--- config.mk ---
export PLATFORM = sky130hd
export DESIGN_NAME = uart_seq_trig
export DESIGN_NICKNAME = d
export VERILOG_FILES = /design/src/rtl/uart_seq_pkg.sv /design/src/rtl/uart_seq_trig_rx.sv /design/src/rtl/uart_seq_trig.sv
export SDC_FILE = /design/constraint.sdc
export NUM_CORES = 1
export LEC_CHECK = 0
export BUFFER_PORTS_ARGS = -buffer_cell sky130_fd_sc_hd__buf_4
export CORE_MARGIN = 2
export CORE_UTILIZATION = 35
export CTS_CLUSTER_DIAMETER = 60
export DETAILED_ROUTE_END_ITERATION = 12
export SYNTH_ARGS = -nofsm -noshare
export SYNTH_HDL_FRONTEND = slang
export SYNTH_SLANG_ARGS = --single-unit
--- constraint.sdc ---
create_clock -name clk -period 6.1 [get_ports clk]
set_input_delay 0.61 -clock clk [delete_from_list [all_inputs] [get_ports clk]]
set_output_delay 0.61 -clock clk [all_outputs]
set_load 0.01 [all_outputs]
--- src/rtl/uart_seq_pkg.sv ---
// uart_seq_trig shared types and helpers.
// Byte hit rule, FSM states and gap counter width.
package uart_seq_pkg;

  typedef enum logic {
    IDLE  = 1'b0,
    MATCH = 1'b1
  } seq_state_t;

  localparam int GAP_W = 16;

  // A byte hits when all unmasked bits agree.
  function automatic logic byte_hit(
    input logic [7:0] data,
    input logic [7:0] match,
    input logic [7:0] mask
  );
    return (data | mask) == (match | mask);
  endfunction

endpackage

--- src/rtl/uart_seq_trig_rx.sv ---
// UART_rx_cfg_baud: 8N1 receiver with run-time baud divisor.
// rdy holds until clr_rdy; bad stop bit drops the frame.
module UART_rx_cfg_baud (
  input  logic        clk,
  input  logic        rst_n,
  input  logic        RX,
  input  logic [15:0] baud,
  input  logic        clr_rdy,
  output logic [7:0]  rx_data,
  output logic        rdy
);

  typedef enum logic [1:0] {
    RX_IDLE,
    RX_START,
    RX_DATA,
    RX_STOP
  } rx_state_t;

  rx_state_t   r_state;
  logic        r_s1;
  logic        r_s2;
  logic [15:0] r_cnt;
  logic [2:0]  r_bit;
  logic [7:0]  r_shift;
  logic [16:0] w_cnt_nx;
  logic        w_half;
  logic        w_full;

  assign w_cnt_nx = {1'b0, r_cnt} + 17'd1;
  assign w_half   = w_cnt_nx >= {2'b0, baud[15:1]};
  assign w_full   = w_cnt_nx >= {1'b0, baud};

  // Two-flop synchroniser for the async serial line.
  always_ff @(posedge clk or negedge rst_n) begin
    if (!rst_n) begin
      r_s1 <= 1'b1;
      r_s2 <= 1'b1;
    end else begin
      r_s1 <= RX;
      r_s2 <= r_s1;
    end
  end

  // Frame FSM: mid-bit sampling, data LSB first.
  always_ff @(posedge clk or negedge rst_n) begin
    if (!rst_n) begin
      r_state <= RX_IDLE;
      r_cnt   <= '0;
      r_bit   <= '0;
      r_shift <= '0;
      rx_data <= '0;
      rdy     <= 1'b0;
    end else begin
      if (clr_rdy) rdy <= 1'b0;
      case (r_state)
        RX_IDLE: begin
          r_cnt <= '0;
          r_bit <= '0;
          if (!r_s2) r_state <= RX_START;
        end
        RX_START: begin
          if (w_half) begin
            r_cnt   <= '0;
            r_state <= r_s2 ? RX_IDLE : RX_DATA;
          end else begin
            r_cnt <= w_cnt_nx[15:0];
          end
        end
        RX_DATA: begin
          if (w_full) begin
            r_cnt   <= '0;
            r_shift <= {r_s2, r_shift[7:1]};
            r_bit   <= r_bit + 3'd1;
            if (r_bit == 3'd7) r_state <= RX_STOP;
          end else begin
            r_cnt <= w_cnt_nx[15:0];
          end
        end
        RX_STOP: begin
          if (w_full) begin
            r_cnt   <= '0;
            r_state <= RX_IDLE;
            if (r_s2) begin
              rx_data <= r_shift;
              rdy     <= 1'b1;
            end
          end else begin
            r_cnt <= w_cnt_nx[15:0];
          end
        end
        default: r_state <= RX_IDLE;
      endcase
    end
  end

endmodule

--- src/rtl/uart_seq_trig.sv ---
// Multi-byte UART sequence trigger over UART_rx_cfg_baud.
// Macro UART_SEQ_GAP_TIMEOUT_EN builds the inter-byte timeout.
import uart_seq_pkg::*;

module uart_seq_trig #(
  parameter int SEQ_LEN = 4,
  parameter int BAUD_W  = 16,
  parameter int IDX_W   = $clog2(SEQ_LEN + 1)
) (
  input  logic                   clk,
  input  logic                   rst_n,
  input  logic                   RX,
  input  logic [BAUD_W-1:0]      baud_cnt,
  input  logic [SEQ_LEN*8-1:0]   match,
  input  logic [SEQ_LEN*8-1:0]   mask,
  input  logic [IDX_W-1:0]       seq_len,
  input  logic [GAP_W-1:0]       gap_limit,
  output logic                   UARTtrig,
  output logic [IDX_W-1:0]       seq_idx,
  output logic                   gap_to
);

  logic [15:0]      w_baud;
  logic [7:0]       w_rx_data;
  logic             w_rdy;
  logic             r_clr_rdy;
  logic             w_consume;
  seq_state_t       r_state;
  logic [IDX_W-1:0] r_seq_idx;
  logic             r_trig;
  logic             r_gap_to;
  logic [IDX_W-1:0] w_eff;
  logic             w_to;
  logic             w_force;
  logic [IDX_W-1:0] w_start;
  logic [IDX_W-1:0] w_nxt;
  logic [7:0]       w_m_cur;
  logic [7:0]       w_k_cur;
  logic             w_hit_cur;
  logic             w_hit_0;
  logic             w_last;
  logic             w_one;
  logic             w_fire;
  logic             w_adv;
  logic             w_rest;

  assign w_baud = 16'(baud_cnt);

  UART_rx_cfg_baud u_rx (
    .clk     (clk),
    .rst_n   (rst_n),
    .RX      (RX),
    .baud    (w_baud),
    .clr_rdy (r_clr_rdy),
    .rx_data (w_rx_data),
    .rdy     (w_rdy)
  );

  assign w_consume = w_rdy & ~r_clr_rdy;

  // Acknowledge a ready byte one cycle after it appears.
  always_ff @(posedge clk or negedge rst_n) begin
    if (!rst_n) r_clr_rdy <= 1'b0;
    else        r_clr_rdy <= w_rdy & ~r_clr_rdy;
  end

  // Effective length: 0 acts as 1, oversize clamps.
  always_comb begin
    w_eff = seq_len;
    if (seq_len == '0)
      w_eff = IDX_W'(1);
    else if (seq_len > IDX_W'(SEQ_LEN))
      w_eff = IDX_W'(SEQ_LEN);
  end

`ifdef UART_SEQ_GAP_TIMEOUT_EN
  logic [GAP_W-1:0] r_gap_cnt;

  assign w_to = (gap_limit != '0) &&
                (r_gap_cnt == gap_limit) &&
                (r_state == MATCH);

  // Inter-byte idle counter, saturating.
  always_ff @(posedge clk or negedge rst_n) begin
    if (!rst_n)
      r_gap_cnt <= '0;
    else if (w_consume)
      r_gap_cnt <= '0;
    else if (r_state == MATCH && r_gap_cnt != '1)
      r_gap_cnt <= r_gap_cnt + 1'b1;
  end
`else
  logic w_unused_gap;
  assign w_unused_gap = ^gap_limit;
  assign w_to = 1'b0;
`endif

  // Progress is dropped on timeout or a shrunken length.
  assign w_force = (r_state == IDLE) || w_to ||
                   (r_seq_idx >= w_eff);
  assign w_start = w_force ? '0 : r_seq_idx;
  assign w_nxt   = w_start + IDX_W'(1);

  // Pattern byte for the current position.
  always_comb begin
    w_m_cur = match[7:0];
    w_k_cur = mask[7:0];
    for (int i = 0; i < SEQ_LEN; i++) begin
      if (IDX_W'(i) == w_start) begin
        w_m_cur = match[i*8 +: 8];
        w_k_cur = mask[i*8 +: 8];
      end
    end
  end

  assign w_hit_cur = byte_hit(w_rx_data, w_m_cur, w_k_cur);
  assign w_hit_0   = byte_hit(w_rx_data, match[7:0], mask[7:0]);
  assign w_last    = (w_nxt == w_eff);
  assign w_one     = (w_eff == IDX_W'(1));
  assign w_fire    = (w_hit_cur && w_last) ||
                     (!w_hit_cur && w_hit_0 && w_one);
  assign w_adv     = w_hit_cur && !w_last;
  assign w_rest    = !w_hit_cur && w_hit_0 && !w_one;

  // Sequence FSM with registered outputs.
  always_ff @(posedge clk or negedge rst_n) begin
    if (!rst_n) begin
      r_state   <= IDLE;
      r_seq_idx <= '0;
      r_trig    <= 1'b0;
      r_gap_to  <= 1'b0;
    end else begin
      r_trig   <= 1'b0;
      r_gap_to <= w_to;
      if (w_consume) begin
        unique case (1'b1)
          w_fire: begin
            r_trig    <= 1'b1;
            r_seq_idx <= '0;
            r_state   <= IDLE;
          end
          w_adv: begin
            r_seq_idx <= w_nxt;
            r_state   <= MATCH;
          end
          w_rest: begin
            r_seq_idx <= IDX_W'(1);
            r_state   <= MATCH;
          end
          default: begin
            r_seq_idx <= '0;
            r_state   <= IDLE;
          end
        endcase
      end else if (w_force) begin
        r_seq_idx <= '0;
        r_state   <= IDLE;
      end
    end
  end

  assign UARTtrig = r_trig;
  assign seq_idx  = r_seq_idx;
  assign gap_to   = r_gap_to;

endmodule

* Word level (Yosys, flattened, before mapping) *
Cells that the tools add are included.

word-level totals
  output and inout port bits = 5
  bits in registers = 46
  word-level logic and storage cells = 94

cells by class
  bitwise operators = 7
  reduce and logical (&&, ||, !) cells = 20
  add/subtract/negate cells = 3
  mux-type cells = 32
  equality and inequality tests = 16
  order comparisons = 4

operators by type and width
  operator                 count
  $mux W8                  6
  $pmux W16 S3             1
  $mux W16                 2
  $or A8 B8 Y8             4
  $add A16 B1 Y17 const B  1
  $ge A17 B15 Y1           1
  $ge A17 B16 Y1           1
  $eq A8 B8 Y1             2
  $mux W3                  5
  $mux W2                  6
  $pmux W3 S2              2
  $mux W1                  9
  $ne A2 B1 Y1 const B     4
  $pmux W2 S4              1
  $add A3 B1 Y3 const B    2
  $eq A2 B3 Y1 const A     2
  $logic_and A1 B1 Y1      5
  $reduce_and A5 Y1        1
  $eq A2 B2 Y1 const B     2
  $reduce_and A2 Y1        2
  $reduce_bool A2 Y1       2
  $reduce_or A2 Y1         2
  $eq A1 B3 Y1 const A     1
  $eq A3 B1 Y1 const B     1
  13 further kinds         17

* Depth between registers and ports, before layout *
  depth after elaboration = 18
  depth in mapped cells = 19

* Hierarchy *
Synthesis repeated with hierarchy kept, for this count alone.

unflattened totals
  cell total of the unflattened synthesis = 454
  area total of the unflattened synthesis = 4166.5 um^2

modules (own cells, without submodules)
  module            seq. area each (um^2)  cells each  times used  area each (um^2)
  UART_rx_cfg_baud  1003.5                 248         1           2572.5
  uart_seq_trig     150.1                  206         1           1594.0

* Worst setup path after synthesis *
No wires, ideal clock.

  path type = input to register
  start = input port seq_len[0]
  end = register r_seq_idx[0] (netlist: seq_idx[0])
  cell stages on the path = 18
  slack = 2346 ps
  arrival time = 3688 ps
  setup time = 67 ps
  path buffers = 1
  path through = inv_1 > a21oi_1 > ha_1 > nor2b_4 > o211a_1 > buf_4 > nand2_1 > inv_1 > ha_1 > nor2_1 > a211o_1 > a21oi_1 > and4b_1 > a2111oi_0 > nor4_2 > nand4_2 > or4_1 > nand2_1

between the ends
  word-level cells in the longest chain between the ends = 17
  elaborated cells on any way between the ends = 30
  those cells by class = add/sub (1); order compare (2); eq/ne (6); mux (11); bitwise (2); reduce/logical (8)

RTL lines
  item                               line                  RTL
  start: declaration                 uart_seq_trig.sv:16   input logic [IDX_W-1:0] seq_len,
  $gt A3 B3 Y1                       uart_seq_trig.sv:72   else if (seq_len > IDX_W'(SEQ_LEN))
  $mux W3                            uart_seq_trig.sv:72
  $mux W3 (*)                        uart_seq_trig.sv:70   if (seq_len == '0)
  $ge A3 B3 Y1                       uart_seq_trig.sv:100  (r_seq_idx >= w_eff);
  $logic_or A1 B1 Y1                 uart_seq_trig.sv:99   assign w_force = (r_state == IDLE) || w_to ||
  $mux W3                            -
  $eq A1 B3 Y1                       uart_seq_trig.sv:109  if (IDX_W'(i) == w_start) begin
  $mux W8 (3 in series)              uart_seq_trig.sv:109
  $or A8 B8 Y8                       uart_seq_pkg.sv:18    return (data | mask) == (match | mask);
  $eq A8 B8 Y1                       uart_seq_pkg.sv:18
  $logic_not A1 Y1                   uart_seq_trig.sv:123  assign w_rest = !w_hit_cur && w_hit_0 && !w_one;
  $logic_and A1 B1 Y1 (2 in series)  uart_seq_trig.sv:123
  $pmux W3 S2                        uart_seq_trig.sv:136  unique case (1'b1)
  $mux W3 (*)                        uart_seq_trig.sv:135  if (w_consume) begin
  end signal: assignment             uart_seq_trig.sv:143  r_seq_idx <= w_nxt;
  end: declaration                   uart_seq_trig.sv:29   logic [IDX_W-1:0] r_seq_idx;

Mark *: on every way between the ends. The rest lies on a longest branch, timed or not.
A chain may end at the register's enable or synchronous reset.

* Final worst setup path *
  start = input port seq_len[1]
  end = register r_state

between the ends
  word-level cells in the longest chain between the ends = 18
  elaborated cells on any way between the ends = 32
  those cells by class = add/sub (1); order compare (2); eq/ne (6); mux (11); bitwise (2); reduce/logical (10)

RTL lines
  item                               line                  RTL
  $gt A3 B3 Y1                       uart_seq_trig.sv:72
  $mux W3                            uart_seq_trig.sv:72
  $mux W3 (*)                        uart_seq_trig.sv:70
  $ge A3 B3 Y1                       uart_seq_trig.sv:100
  $logic_or A1 B1 Y1                 uart_seq_trig.sv:99
  $mux W3                            -
  $eq A1 B3 Y1                       uart_seq_trig.sv:109
  $mux W8 (3 in series)              uart_seq_trig.sv:109
  $or A8 B8 Y8                       uart_seq_pkg.sv:18
  $eq A8 B8 Y1                       uart_seq_pkg.sv:18
  $logic_not A1 Y1                   uart_seq_trig.sv:123
  $logic_and A1 B1 Y1 (2 in series)  uart_seq_trig.sv:123
  $reduce_or A2 Y1 (no line)         -
  $mux W1                            uart_seq_trig.sv:136
  $mux W1                            uart_seq_trig.sv:135
  end signal: assignment             uart_seq_trig.sv:128  r_state <= IDLE;
  end signal: assignment             uart_seq_trig.sv:140  r_state <= IDLE;
  end signal: assignment             uart_seq_trig.sv:144  r_state <= MATCH;
  end: declaration                   uart_seq_trig.sv:28   seq_state_t r_state;

Marked as above.

==> out/qor.txt <==
CELLS AND AREA
----------------------------------------------------------------------------------
Share of final-layout standard cells stronger than drive strength 1         26.64%
Layout overhead on the synthesized area                                     22.72%
Number of cells in the finished layout apart from fillers                      676
Fillcell total                                                                1142
Utilization after layout                                                    43.52%
Multi-input gate area                                                     2615 µm²
Antenna diode instance count                                                     0
Final standard cell area without fillers                                  4927 µm²
Sequential cell area                                                      1154 µm²
Layout net count                                                               675

CLOCK NETWORK
----------------------------------------------------------------------------------
Clock network latency to the later pin of the worst-skew pair              0.29 ns
Clk sinks                                                                       46
CTS tree                                                                       yes
Quantity of gates resized following cts                                          0
Post-CTS repair timing setup buffer count                                        0
Buffer cell driving the clock tree root                               sky130_fd_sc_hd__clkbuf_16
Hold bufs inserted after CTS                                                     0
H-tree level count                                                               2
Clock transition at path regs                                              0.06 ns
CTS Buf Count                                                                    5
Maximum number of buffers from clock root to sink                                2

SYNTH
----------------------------------------------------------------------------------
Synth Instances                                                                450
Netlist Area Pre-Place                                                    4015 µm²
Sequential area share after synthesis                                       28.73%
Count of different cell masters after synthesis                                 78
Asr flop ratio synth                                                        100.0%
Top FF cell, synth                                                    sky130_fd_sc_hd__dfrtp_1
Number of nets produced by synthesis                                           593
Number of storage elements in the synthesis netlist                             46
Average cell area after synthesis                                        8.922 µm²
Most common cell in the synthesized netlist                           sky130_fd_sc_hd__dfrtp_1
Warnings, synthesis                                                              0
Cell type with the highest aggregate area in the netlist              sky130_fd_sc_hd__dfrtp_1
Top cell type's share of synthesized area                                   27.42%
Top area cells in the synthesized netlist                             sky130_fd_sc_hd__dfrtp_1, sky130_fd_sc_hd__ha_1, sky130_fd_sc_hd__xnor2_1
Leading post-synthesis cells by instance count                        sky130_fd_sc_hd__dfrtp_1, sky130_fd_sc_hd__ha_1, sky130_fd_sc_hd__inv_1
Number of enable flip-flop cells after synthesis                                 0

CRITICAL PATH
----------------------------------------------------------------------------------
Slowest cell on the critical path                                     sky130_fd_sc_hd__a2111oi_0
Critical Path Max Stage Delay                                              0.69 ns
Critical Path AT                                                           4.78 ns
CP Class                                                                 in -> reg
Sort of element at the end of the critical path                           register
FF-to-FF setup slack                                                       1.72 ns
Crit path cell chain                                                  buf_4 -> a21oi_1 -> ha_1 -> nor2b_4 -> o211a_1 -> nand2_1 -> inv_1 -> ha_1 -> nor2_1 -> a211o_1 -> a21oi_1 -> a31oi_1 -> a2111oi_0 -> nor4_2 -> nand4_2 -> nor2_1 -> a21bo_2
CP startpoint kind                                                    primary input
Required time worst endpoint                                               6.28 ns
Critical Path Fanout Max                                                        16

TIMING
----------------------------------------------------------------------------------
Setup repair after global routing missed its margin                             no
Post-route fraction of the period consumed by the critical path             75.36%
Shortest clock period the worst path allows after layout                  4.597 ns
Maximum clock frequency                                                  217.5 MHz
Hold violation count in the final report                                         0
Setup violation total in the final timing report                                 0
Actual transition at the worst max-transition pin                         1.042 ns
Worst max-slew margin expressed relative to the limit                       30.42%
Setup TNS                                                                     0 ns
Clock skew                                                             0.005337 ns
Fin. max-slew vios                                                               0

DRT
----------------------------------------------------------------------------------
Remaining number of nets flagged by the antenna check after routing              0
Total number of vias                                                          3564
Total iterations of the first detailed-routing run                               4
Metal1 wirelength                                                         4.549 mm
Wire length on met2                                                       4.581 mm
Routed length per instance                                                14.68 µm
Top layer reached by signal wires                                             met4
Met3 wire len                                                               610 µm
Starting DRT DRC Count                                                         228
Wire length reported by the detailed router                               9.923 mm
Via/cell ratio                                                               5.272
Remaining DRCs                                                                   0

PLACE
----------------------------------------------------------------------------------
Placed cell areas                                                         4781 µm²
Placer's final routability congestion estimate                              0.9221
Number of port buffers                                                          89
Placed wire-length estimate                                               7.872 mm
Cell count after placement                                                     668

PWR
----------------------------------------------------------------------------------
Total design power                                                        887.0 µW
Static leakage                                                            2.467 nW
Peak supply drop                                                       0.0001170 V
Power Density                                                         180.0 nW/µm²

GRT
----------------------------------------------------------------------------------
Grt total ovfl                                                                   0
Via count of the first global-routing pass                                    3665
Number of antenna violations at the first check in global routing                0
Global-route wire length before repair                                    17.35 mm
Overall global routing resource usage                                       16.70%
Maximum number of pins on one net before global-route repair                    47

FLOORPLANNING
----------------------------------------------------------------------------------
Die footprint                                                            12340 µm²
Initial core utilization                                                    35.47%
Number of placed I/O pins                                                      107
Vert. Die Dim                                                             111.1 µm
Die Width                                                                 111.1 µm
Std-Cell Rows                                                                   39
Placeable core region                                                    11320 µm²

JOB
----------------------------------------------------------------------------------
Maximum Capacitance Violations                                                   0

WORST HOLD PATH
----------------------------------------------------------------------------------
Worst min-delay path class                                             in -> async

OUTCOME
----------------------------------------------------------------------------------
Run status                                                            finished clean

-- logic make-up after synthesis --
group / Yosys count / synth area share (%)
buffers and inverters: 57 / 6.139
xor gates and xnor gates: 33 / 7.198
muxes: 18 / 5.017
and+or+nand+nor: 152 / 21.28
DFF: 46 / 28.73
adders and majority gates: 41 / 12.78
other: 1 / 0.09340
AOI/OAI and AO/OA: 102 / 18.76
-- stage by stage --
step / hold slack, ns / worst slack, ns
4_1_cts: 0.3441 / 1.617
3_5_place_dp: 0.3482 / 1.318
3_3_place_gp: 0.3487 / 1.346
6_report: 0.3191 / 1.503
5_1_grt: 0.3621 / 1.233
2_1_floorplan: 0.3144 / 2.346
-- registers in the layout, summed over array words and instances (netlist names), named ones only --
name          flops
u_rx.r_state      1
r_state           1
r_clr_rdy         1
u_rx.r_s1         1
u_rx.r_s2         1
u_rx.r_shift      8
u_rx.rx_data      8
u_rx.r_cnt       16
UARTtrig          1
u_rx.r_bit        3
u_rx.rdy          1
seq_idx           3
-- report_power, final --
| group | internal (mW) | switching [mW] |
|---|---|---|
| clock network | 0.152 | 0.114 |
| registers | 0.328 | 0.0223 |
| logic | 0.139 | 0.132 |
| total | 0.619 | 0.268 |
-- worst paths after layout --
path,startpoint,to,cells after the start
worst max-delay path,seq_len[1],r_state,17
worst min-delay path,rst_n,seq_idx[0],1
worst max register to register,seq_idx[2],r_state,15
worst min register to register,u_rx.r_s1,u_rx.r_s2,0
max in group asynchronous,rst_n,u_rx.r_cnt[15],1
min in group clk,u_rx.r_s1,u_rx.r_s2,0
-- placed cells by master, fill, tap and decap left out, types with 6 or more instances in the layout --
cell,synthesis,routed
sky130_fd_sc_hd__buf_4,4,90
sky130_fd_sc_hd__dfrtp_1,44,44
sky130_fd_sc_hd__inv_1,41,41
sky130_fd_sc_hd__ha_1,41,41
sky130_fd_sc_hd__nor2_1,33,33
sky130_fd_sc_hd__nand2_1,25,25
sky130_fd_sc_hd__nand3_1,22,22
sky130_fd_sc_hd__xnor2_1,22,22
sky130_fd_sc_hd__mux2_2,17,17
sky130_fd_sc_hd__a21oi_1,14,14
sky130_fd_sc_hd__o21ai_0,14,14
sky130_fd_sc_hd__a21o_1,13,13
sky130_fd_sc_hd__xor2_1,11,11
sky130_fd_sc_hd__nand4_1,10,10
sky130_fd_sc_hd__nor2b_1,8,8
sky130_fd_sc_hd__nand2b_1,6,6
sky130_fd_sc_hd__nor3_1,6,6
sky130_fd_sc_hd__o22ai_1,6,6
-- layout make-up --
cell class                 count  share of cell area [%]
timing repair buffer          90                   13.71
multi-input combinational    347                   53.07
inverter                      42                   3.200
tap                          143                   3.631
clock inverter                 3                  0.4317
clock buffer                   5                   2.539
sequential                    46                   23.41
-- critical path, delay by kind of cell --
kind / cells / cell delay, ns
AOI/OAI and AO/OA: 7 / 2.09
buffers and inverters: 2 / 0.28
and+or+nand+nor: 6 / 0.94
adders and majority gates: 2 / 0.84
-- routing by layer --
layer | track usage (%) | up-vias
li1 | - | 1799
met1 | 22.11 | 1638
met2 | 28.43 | 117
met3 | 2.570 | 10
met4 | 4.609 | 0
met5 | 0 | -
(Power assumes the default switching activity.)
